## config.mk

```make
export PLATFORM = sky130hd
export DESIGN_NAME = div_iter_unit
export DESIGN_NICKNAME = d
export VERILOG_FILES = /design/src/rtl/div_iter_unit.sv
export SDC_FILE = /design/constraint.sdc
export NUM_CORES = 1
export LEC_CHECK = 0
export CORE_MARGIN = 10
export CORE_UTILIZATION = 48
export DETAILED_ROUTE_END_ITERATION = 8
export PLACE_DENSITY = 0.68
export SLEW_MARGIN = 25
export SYNTH_ARGS = -nofsm -noshare
export SYNTH_HDL_FRONTEND = slang
export SYNTH_SLANG_ARGS = --single-unit
```

## constraint.sdc

```tcl
create_clock -name clk_i -period 8.3 [get_ports clk_i]
set_clock_uncertainty 0.15 [all_clocks]
set_input_delay 1.66 -clock clk_i [delete_from_list [all_inputs] [get_ports clk_i]]
set_output_delay 1.66 -clock clk_i [all_outputs]
set_load 0.02 [all_outputs]
```

## src/rtl/div_iter_unit.sv

```systemverilog
// rtl/div_iter_unit.sv - multi-cycle radix-2 restoring divide/remainder unit
//
// Executes div/divu/rem/remu and the word forms divw/divuw/remw/remuw.
// Optional build macro: DIV_EARLY_OUT_EN
//   (finishes in one cycle when |dividend| < |divisor|)
//
// Ports:
//   clk_i        clock, rising edge
//   rst_ni       asynchronous active-low reset
//   flush_i      synchronous abort back to IDLE, no result produced
//   in_valid_i   request valid
//   in_ready_o   unit can accept a request (IDLE only)
//   dividend_i   rs1 operand
//   divisor_i    rs2 operand
//   is_signed_i  1: signed operation, 0: unsigned
//   is_rem_i     1: return remainder, 0: return quotient
//   is_word_i    1: operate on the low WORD_W bits
//   out_valid_o  result valid (DONE)
//   out_ready_i  consumer accepts the result
//   result_o     registered quotient or remainder
//   busy_o       high in CALC or DONE
module div_iter_unit #(
  parameter int XLEN   = 64,
  parameter int WORD_W = 32
) (
  input  logic            clk_i,
  input  logic            rst_ni,
  input  logic            flush_i,
  input  logic            in_valid_i,
  output logic            in_ready_o,
  input  logic [XLEN-1:0] dividend_i,
  input  logic [XLEN-1:0] divisor_i,
  input  logic            is_signed_i,
  input  logic            is_rem_i,
  input  logic            is_word_i,
  output logic            out_valid_o,
  input  logic            out_ready_i,
  output logic [XLEN-1:0] result_o,
  output logic            busy_o
);

  localparam int              CNT_W    = $clog2(XLEN + 1);
  localparam int              WSHIFT   = XLEN - WORD_W;
  localparam logic [XLEN-1:0] ALL_ONES = '1;
  // Low WORD_W bits set; also correct when WORD_W == XLEN.
  localparam logic [XLEN-1:0] WMASK    = ALL_ONES >> WSHIFT;

  typedef enum logic [1:0] {
    S_IDLE = 2'd0,
    S_CALC = 2'd1,
    S_DONE = 2'd2
  } state_e;

  state_e            state_q, state_d;
  logic [XLEN-1:0]   rem_q, rem_d;
  logic [XLEN-1:0]   quo_q, quo_d;
  logic [XLEN-1:0]   dvsr_q, dvsr_d;
  logic [CNT_W-1:0]  cnt_q, cnt_d;
  logic              neg_quo_q, neg_quo_d;
  logic              neg_rem_q, neg_rem_d;
  logic              is_rem_q, is_rem_d;
  logic              is_word_q, is_word_d;
  logic [XLEN-1:0]   result_q, result_d;

  // Word mode keeps the low WORD_W bits and extends them to XLEN.
  function automatic logic [XLEN-1:0] ext_op(input logic [XLEN-1:0] v,
                                             input logic            word,
                                             input logic            sgn);
    logic [XLEN-1:0] r;
    r = v;
    if (word) begin
      r = v & WMASK;
      if (sgn && v[WORD_W-1]) begin
        r = r | ~WMASK;
      end
    end
    return r;
  endfunction

  // Word results are always sign-extended, even for unsigned operations.
  function automatic logic [XLEN-1:0] fmt(input logic [XLEN-1:0] v,
                                          input logic            word);
    return ext_op(v, word, 1'b1);
  endfunction

  // ---------------------------------------------------------------------
  // Operand preparation (used on the acceptance cycle)
  // ---------------------------------------------------------------------
  logic [XLEN-1:0] a_ext, b_ext;
  logic            a_neg, b_neg;
  logic [XLEN-1:0] a_mag, b_mag;
  logic [XLEN-1:0] n_mask;
  logic [XLEN-1:0] min_neg;
  logic            div_zero;
  logic            ovf;
  logic            accept;

  always_comb begin
    a_ext    = ext_op(dividend_i, is_word_i, is_signed_i);
    b_ext    = ext_op(divisor_i, is_word_i, is_signed_i);
    // After extension the top bit carries the N-bit sign in both widths.
    a_neg    = is_signed_i & a_ext[XLEN-1];
    b_neg    = is_signed_i & b_ext[XLEN-1];
    a_mag    = a_neg ? (~a_ext + XLEN'(1)) : a_ext;
    b_mag    = b_neg ? (~b_ext + XLEN'(1)) : b_ext;
    n_mask   = is_word_i ? WMASK : ALL_ONES;
    // Most-negative N-bit value, sign-extended to XLEN.
    min_neg  = ~(n_mask >> 1);
    div_zero = (b_ext == '0);
    ovf      = is_signed_i && (a_ext == min_neg) && (b_ext == ALL_ONES);
    accept   = (state_q == S_IDLE) && in_valid_i && !flush_i;
  end

`ifdef DIV_EARLY_OUT_EN
  logic early;
  assign early = (a_mag < b_mag);
`endif

  // ---------------------------------------------------------------------
  // One restoring step: shift {rem, quo} left, trial-subtract divisor.
  // Bit XLEN of the difference is the borrow.
  // ---------------------------------------------------------------------
  logic [XLEN:0]   trial;
  logic [XLEN:0]   diff;
  logic            no_borrow;
  logic [XLEN-1:0] rem_nx, quo_nx;
  logic [XLEN-1:0] q_fix, r_fix;

  always_comb begin
    trial     = {rem_q, quo_q[XLEN-1]};
    diff      = trial - {1'b0, dvsr_q};
    no_borrow = ~diff[XLEN];
    rem_nx    = no_borrow ? diff[XLEN-1:0] : trial[XLEN-1:0];
    quo_nx    = {quo_q[XLEN-2:0], no_borrow};
    q_fix     = neg_quo_q ? (~quo_nx + XLEN'(1)) : quo_nx;
    r_fix     = neg_rem_q ? (~rem_nx + XLEN'(1)) : rem_nx;
  end

  // ---------------------------------------------------------------------
  // Next-state logic
  // ---------------------------------------------------------------------
  always_comb begin
    state_d   = state_q;
    rem_d     = rem_q;
    quo_d     = quo_q;
    dvsr_d    = dvsr_q;
    cnt_d     = cnt_q;
    neg_quo_d = neg_quo_q;
    neg_rem_d = neg_rem_q;
    is_rem_d  = is_rem_q;
    is_word_d = is_word_q;
    result_d  = result_q;

    unique case (state_q)
      S_IDLE: begin
        if (accept) begin
          is_rem_d  = is_rem_i;
          is_word_d = is_word_i;
          neg_quo_d = a_neg ^ b_neg;
          neg_rem_d = a_neg;
          dvsr_d    = b_mag;
          rem_d     = '0;
          // Word dividends sit in the top of quo so that WORD_W shifts
          // bring every dividend bit through rem.
          quo_d     = is_word_i ? (a_mag << WSHIFT) : a_mag;
          cnt_d     = '0;
          if (div_zero) begin
            state_d  = S_DONE;
            result_d = is_rem_i ? fmt(a_ext, is_word_i) : ALL_ONES;
          end else if (ovf) begin
            state_d  = S_DONE;
            result_d = is_rem_i ? '0 : fmt(a_ext, is_word_i);
          end
`ifdef DIV_EARLY_OUT_EN
          else if (early) begin
            state_d  = S_DONE;
            result_d = is_rem_i ? fmt(a_ext, is_word_i) : '0;
          end
`endif
          else begin
            state_d = S_CALC;
            cnt_d   = is_word_i ? CNT_W'(WORD_W) : CNT_W'(XLEN);
          end
        end
      end

      S_CALC: begin
        rem_d = rem_nx;
        quo_d = quo_nx;
        cnt_d = cnt_q - CNT_W'(1);
        if (cnt_q == CNT_W'(1)) begin
          state_d  = S_DONE;
          result_d = fmt(is_rem_q ? r_fix : q_fix, is_word_q);
        end
      end

      S_DONE: begin
        if (out_ready_i) begin
          state_d = S_IDLE;
        end
      end

      default: begin
        state_d = S_IDLE;
      end
    endcase

    // Abort wins over acceptance and the output handshake.
    if (flush_i) begin
      state_d = S_IDLE;
      cnt_d   = '0;
    end
  end

  // ---------------------------------------------------------------------
  // State registers
  // ---------------------------------------------------------------------
  always_ff @(posedge clk_i or negedge rst_ni) begin
    if (!rst_ni) begin
      state_q   <= S_IDLE;
      rem_q     <= '0;
      quo_q     <= '0;
      dvsr_q    <= '0;
      cnt_q     <= '0;
      neg_quo_q <= 1'b0;
      neg_rem_q <= 1'b0;
      is_rem_q  <= 1'b0;
      is_word_q <= 1'b0;
      result_q  <= '0;
    end else begin
      state_q   <= state_d;
      rem_q     <= rem_d;
      quo_q     <= quo_d;
      dvsr_q    <= dvsr_d;
      cnt_q     <= cnt_d;
      neg_quo_q <= neg_quo_d;
      neg_rem_q <= neg_rem_d;
      is_rem_q  <= is_rem_d;
      is_word_q <= is_word_d;
      result_q  <= result_d;
    end
  end

  assign in_ready_o  = (state_q == S_IDLE);
  assign out_valid_o = (state_q == S_DONE);
  assign busy_o      = (state_q != S_IDLE);
  assign result_o    = result_q;

endmodule

```

==> impl_metrics.env, run 1 <==
export IMPL_status="completed"
export IMPL_min_from="dvsr_q[13]"
export IMPL_synth_seq_cells=269
export IMPL_finalWirelength_mm=120
export IMPL_path_class="reg -> reg"
export IMPL_ys_seq_area_share_pct=25.1
export IMPL_routedWlPerCell_um=26.6
export IMPL_slew_headroom_pct=27.8
export IMPL_numCtsBuffers=35
export IMPL_post_dp_hpwl_mm=92.0
export IMPL_portBuffers=202
export IMPL_path_clk_slew_ns=0.06
export IMPL_reg2regPathDepth=21
export IMPL_synthFlopType="dfrtp_1"
export IMPL_die_area_um2=65700
export IMPL_max_freq_mhz=139
export IMPL_p_comb_share_pct=69.3
export IMPL_vias_per_cell=6.72
export IMPL_h_tree_depth=2
export IMPL_synth_area_um2=26800
export IMPL_grt_setup_unrepaired="no"
export IMPL_overflow=0
export IMPL_hold_depth=2
export IMPL_clk_latency_ns=0.57
export IMPL_crit_arrival_ns=7.50
export IMPL_min_period_ns=7.20
export IMPL_pwr_share_clk_pct=12.4
export IMPL_drive_gt1_share_pct=5.06
export IMPL_cts_sinks=269
export IMPL_placed_cells=4438
export IMPL_crit_path_start="quo_q[63]"
export IMPL_p_per_area_nw_per_um2=438
export IMPL_grt_max_degree=117
export IMPL_regToRegEndpoint="result_o[52]"
export IMPL_via_count=30300
export IMPL_drv_cap=0
export IMPL_post_route_period_util_pct=86.8
export IMPL_post_cts_resize_count=0
export IMPL_fin_ws_ns=1.10
export IMPL_postRouteAntennaNets=0
export IMPL_endpoint_kind="flip-flop"
export IMPL_r2r_slack_ns=1.10
export IMPL_ys_async_sr_fraction_pct=100
export IMPL_crit_fanout=60
export IMPL_crit_slowest_cell="buf_4"
export IMPL_hold_class="reg -> reg"
export IMPL_seqPwrFrac_pct=18.4
export IMPL_syn2layout_area_growth_pct=13.3
export IMPL_rows=86
export IMPL_setup_viol=0
export IMPL_crit_path_max_incr_delay_ns=0.71
export IMPL_path_cells="inv_1 > ha_1 > fa_1 > nor2b_1 > o31a_2 > o21ai_1 > o31a_1 > o21ai_4 > nand3_2 > a21oi_4 > buf_4 > mux2_2 > ha_1 > o2111ai_1 > or4_1 > nor4_2 > o221ai_1 > o41ai_1 > xnor2_1 > a21oi_1 > a221o_1"
export IMPL_synth_cell_types=95
export IMPL_stdcell_count=4504
export IMPL_grt_pass1_wl_mm=178
export IMPL_r2r_start="quo_q[63]"
export IMPL_final_nets=3936
export IMPL_top_layer_used="met5"
export IMPL_tns_ns=0
export IMPL_core_um2=55200
export IMPL_ir_worst_vdd_mv=0.339
export IMPL_design_portCount=203
export IMPL_initial_core_util_pct=48.5
export IMPL_clockBufferDepth=3
export IMPL_synth_area_per_cell_um2=7.22
export IMPL_grt_pass1_vias=27300
export IMPL_synth_fp_nets=3919
export IMPL_dr_first_iter_drc_count=4405
export IMPL_die_h_um=256
export IMPL_startpoint_type="flip-flop"
export IMPL_power_static_leakage_nw=11.8
export IMPL_drcViolationCount=0
export IMPL_cts_setup_buffers=0
export IMPL_wl_met3_mm=14.8
export IMPL_report_final_slew_viol_count=0
export IMPL_place_gp_congestion=1.06
export IMPL_first_pass_iters=6
export IMPL_wl_met2_mm=49.9
export IMPL_worst_pin_slew_ns=1.08
export IMPL_syn_inst=3711
export IMPL_cts_hold_buffers=0
export IMPL_grtUsageTotal_pct=34.6
export IMPL_synth_edff_count=0
export IMPL_crit_top_cell="ha_1"
export IMPL_p_sw_w=0.00752
export IMPL_ys_warn_count=0
export IMPL_cellInternalPower_w=0.00578
export IMPL_cts_root_buf="clkbuf_16"
export IMPL_wl_met1_mm=49.8
export IMPL_cts_tree="done"
export IMPL_holdPathEnd="dvsr_q[13]"
export IMPL_antenna_found_initial=6
export IMPL_dpl_worst_slack_ns=1.40
export IMPL_die_width_um=256
export IMPL_swShare_pct=56.6
export IMPL_hold_violations=0
export IMPL_cp_required_ns=8.60
## through the flow
stage                     instance area [µm²]  total power [W]  hold WS [ns]  utilization, %
after global routing                    30400           0.0140         0.344            55.0
after detailed placement                29100           0.0113         0.319            52.8
final                                   30400           0.0133         0.326            55.0
after CTS                               30300           0.0129         0.332            54.9
after floorplan                         26800          0.00823         0.299               -
after global placement                  29100           0.0113         0.312            52.8
## power by group through the flow
stage               clock (W)  combinational [W]  sequential [W]
floorplan                   0            0.00597         0.00226
global placement            0            0.00886         0.00241
detailed placement          0            0.00886         0.00242
CTS                   0.00164            0.00891         0.00240
global route          0.00169            0.00983         0.00246
finish                0.00164            0.00921         0.00245
## worst max-delay path: cells and delay by family, from the launching register on
family / cells / cell delay, ns
fa+ha+maj: 3 / 0.93
xor+xnor: 1 / 0.21
buf+inv: 2 / 0.79
mux: 1 / 0.34
flops: 1 / 0.38
compound gates: 10 / 2.80
simple gates: 4 / 1.47
## how the worst max path moves through the flow
stage | to | slack (ns) | depth (start not counted)
global placement | result_o[52] | 1.50 | 21
finish | result_o[52] | 1.10 | 21
CTS | result_o[52] | 1.34 | 21
detailed placement | result_o[52] | 1.40 | 21
floorplan | result_o[52] | 1.87 | 30
global route | result_o[46] | 0.91 | 22
## flip-flops by register name (all words and copies together) (netlist names)
signal / cells
cnt_q: 7
dvsr_q: 64
is_rem_q: 1
is_word_q: 1
neg_quo_q: 1
neg_rem_q: 1
quo_q: 64
rem_q: 64
result_o: 64
state_q: 2
## cell usage after synthesis, drive strengths merged (28+ instances only)
master,number,share of area [%]
a211oi,64,1.8
a21o,29,0.81
a21oi,292,5.6
a22oi,47,1.3
a31oi,41,0.96
and2,28,0.67
buf,49,0.78
clkbuf,216,3.0
dfrtp,269,25
ha,71,3.3
inv,112,1.6
maj3,28,1.0
mux2i,52,1.9
nand2,473,6.6
nand3,133,2.5
nand4,66,1.5
nor2,341,4.8
nor3,108,2.0
nor4,61,1.5
o211ai,63,1.8
o21ai,400,7.5
o31ai,53,1.5
o41ai,35,1.2
or3,61,1.4
or4,32,0.91
xnor2,151,4.9
xor2,104,3.4
## cells in the final DEF, fill, tap and decap left out, types with 20 or more instances in the layout
master,Yosys,routed
a31oi_1,41,41
o21ai_0,384,384
o21a_1,20,20
o41ai_1,33,33
dfrtp_1,269,267
a211oi_1,63,62
clkdlybuf4s50_1,0,199
xor2_1,104,104
nand2_1,473,472
inv_1,111,110
or2_2,25,25
clkbuf_16,0,35
or4_1,31,31
buf_4,0,41
ha_1,71,71
o31ai_1,53,53
nor4_1,58,56
nand3_1,132,132
or3_1,61,61
nor2_1,341,340
a21oi_1,287,287
nand4_1,66,66
xnor2_1,151,151
maj3_1,28,28
mux2i_1,52,52
a21o_1,29,29
a22oi_1,47,46
and2_1,25,25
and3_1,20,20
o211ai_1,63,63
nor3_1,108,108
## layer usage
layer	global-route usage, %	vias up
met4	13.0	6
met5	0	-
met3	9.62	307
met1	47.5	14300
met2	50.7	1957
li1	-	13700
## kinds of logic (layout without fill, tap and decap cells)
kind of cell,count (synthesis),after routing,synth area share [%]
buf+inv,377,420,5.37
flops,269,269,25.1
other cells,0,2,0
mux,68,68,2.61
simple gates,1425,1425,25.2
xor+xnor,255,255,8.33
fa+ha+maj,100,100,4.44
compound gates,1217,1217,28.9
## layout make-up
cell class              count  area, µm²
flip-flops and latches    269       6730
diodes                      2       5.00
fillers                  5408      24800
repair buffers            245       2380
inverters                 112        420
clock buffers              48        995
multi-input cells        3065      18700
clock inverters            15        191
well taps                 748        936
Power figures use the tool's default switching activity.
==> run 2: changes to the inputs <==
- CTS_CLUSTER_DIAMETER: default -> 100
==> run 2 against run 1 <==
Effect of this change:
- worst setup slack improved by 0.061 ns
- final cell count hardly changed
- sequential cell count unchanged
- hold slack is essentially flat
- critical path type unchanged
- critical endpoint unchanged
- largest power group unchanged
==> impl_metrics.env, run 2 (synthesis gave the netlist of run 1 again) <==
export IMPL_antenna_found_initial=6
export IMPL_final_nets=3936
export IMPL_drive_gt1_share_pct=5.06
export IMPL_grtUsageTotal_pct=34.6
export IMPL_cp_required_ns=8.60
export IMPL_die_area_um2=65700
export IMPL_crit_arrival_ns=7.44
export IMPL_die_width_um=256
export IMPL_min_from="dvsr_q[13]"
export IMPL_post_cts_resize_count=0
export IMPL_crit_top_cell="ha_1"
export IMPL_slew_headroom_pct=21.2
export IMPL_rows=86
export IMPL_path_class="reg -> reg"
export IMPL_r2r_start="quo_q[63]"
export IMPL_drcViolationCount=0
export IMPL_holdPathEnd="dvsr_q[13]"
export IMPL_clockBufferDepth=3
export IMPL_crit_path_max_incr_delay_ns=0.71
export IMPL_place_gp_congestion=1.06
export IMPL_placed_cells=4438
export IMPL_dpl_worst_slack_ns=1.40
export IMPL_via_count=30100
export IMPL_power_static_leakage_nw=11.8
export IMPL_grt_pass1_vias=27100
export IMPL_routedWlPerCell_um=26.5
export IMPL_hold_depth=2
export IMPL_crit_buf_inv=2
export IMPL_crit_fanout=60
export IMPL_finalWirelength_mm=119
export IMPL_path_clk_slew_ns=0.07
export IMPL_grt_setup_unrepaired="no"
export IMPL_worst_pin_slew_ns=1.17
export IMPL_numCtsBuffers=35
export IMPL_max_freq_mhz=140
export IMPL_r2r_slack_ns=1.16
export IMPL_setup_viol=0
export IMPL_design_portCount=203
export IMPL_cts_sinks=269
export IMPL_cts_root_buf="clkbuf_16"
export IMPL_clk_latency_ns=0.58
export IMPL_initial_core_util_pct=48.5
export IMPL_final_util_pct=54.9
export IMPL_status="completed"
export IMPL_hold_violations=0
export IMPL_endpoint_kind="flip-flop"
export IMPL_postRouteAntennaNets=0
export IMPL_hold_class="reg -> reg"
export IMPL_p_per_area_nw_per_um2=437
export IMPL_cts_setup_buffers=0
export IMPL_startpoint_type="flip-flop"
export IMPL_vias_per_cell=6.69
export IMPL_portBuffers=202
export IMPL_cts_hold_buffers=0
export IMPL_first_pass_iters=6
export IMPL_layout_commonest_cell="nand2_1"
export IMPL_overflow=0
export IMPL_cts_tree="done"
export IMPL_stdcell_count=4505
export IMPL_fin_ws_ns=1.16
export IMPL_post_route_period_util_pct=86.1
export IMPL_drv_cap=0
export IMPL_post_dp_hpwl_mm=92.0
export IMPL_grt_pass1_wl_mm=178
export IMPL_layout_common_cells="472 x nand2_1, 384 x o21ai_0, 340 x nor2_1"
export IMPL_syn2layout_area_growth_pct=13.1
export IMPL_dr_first_iter_drc_count=4336
export IMPL_critical_path_top_delay_family="compound AO/OA/AOI/OAI gates"
export IMPL_h_tree_depth=2
export IMPL_crit_slowest_cell="buf_4"
export IMPL_report_final_slew_viol_count=0
export IMPL_ir_worst_vdd_mv=0.319
export IMPL_die_h_um=256
export IMPL_min_period_ns=7.14
export IMPL_reg2regPathDepth=21
export IMPL_grt_max_degree=117
export IMPL_regToRegEndpoint="result_o[52]"
export IMPL_core_um2=55200
export IMPL_tns_ns=0
export IMPL_path_cells="inv_1 > ha_1 > fa_1 > nor2b_1 > o31a_2 > o21ai_1 > o31a_1 > o21ai_4 > nand3_2 > a21oi_4 > buf_4 > mux2_2 > ha_1 > o2111ai_1 > or4_1 > nor4_2 > o221ai_1 > o41ai_1 > xnor2_1 > a21oi_1 > a221o_1"
[run 2: cell count changes in the layout (fill, tap and decap cells not counted), sizes merged]
cell      previous run  this run
clkbuf              48        46
clkinv               6         8
bufinv               4         3
clkinvlp             2         3
diode                2         3
[run 2: power breakdown]
group | leakage, nW | switching [W] | total (W) | internal [W]
registers | 3.43 | 0.000701 | 0.00245 | 0.00175
logic | 7.78 | 0.00613 | 0.00919 | 0.00306
clock network | 0.568 | 0.000677 | 0.00160 | 0.000928
[run 2: final cells by class]
cell class	instances	area (µm²)
Fill cell	5390	24900
Multi-Input combinational cell	3065	18700
Sequential cell	269	6730
Timing Repair Buffer	245	2370
Clock buffer	46	977
Tap cell	748	936
Inverter	112	420
Clock inverter	17	183
Antenna cell	3	7.51
[run 2: how the worst max path moves through the flow]
| stage | cells after the start | start | slack (ns) | endpoint |
|---|---|---|---|---|
| finish | 21 | quo_q[63] | 1.16 | result_o[52] |
| global route | 21 | quo_q[63] | 0.90 | result_o[52] |
| CTS | 21 | quo_q[63] | 1.34 | result_o[52] |
| detailed placement | 21 | quo_q[63] | 1.40 | result_o[52] |
| global placement | 21 | quo_q[63] | 1.50 | result_o[52] |
| floorplan | 30 | quo_q[63] | 1.87 | result_o[52] |
[run 2: metal layers]
layer	part of all wire, %	global-route usage, %
met1	42	47.6
met2	42	50.7
met3	12	9.47
met4	4.3	12.8
met5	0.033	0
[run 2: worst reg2reg max path: cells and delay by family (launching register included)]
family | cells | cell delay (ns)
xor+xnor | 1 | 0.20
simple gates | 4 | 1.44
fa+ha+maj | 3 | 0.93
buf+inv | 2 | 0.79
mux | 1 | 0.35
flops | 1 | 0.39
compound gates | 10 | 2.79
[run 2: stage by stage]
step | area [µm²] | hold slack (ns) | total power [W]
after floorplan | 26800 | 0.299 | 0.00823
after global placement | 29100 | 0.312 | 0.0113
after detailed placement | 29100 | 0.319 | 0.0113
after CTS | 30300 | 0.332 | 0.0129
after global routing | 30300 | 0.344 | 0.0139
final | 30300 | 0.326 | 0.0132
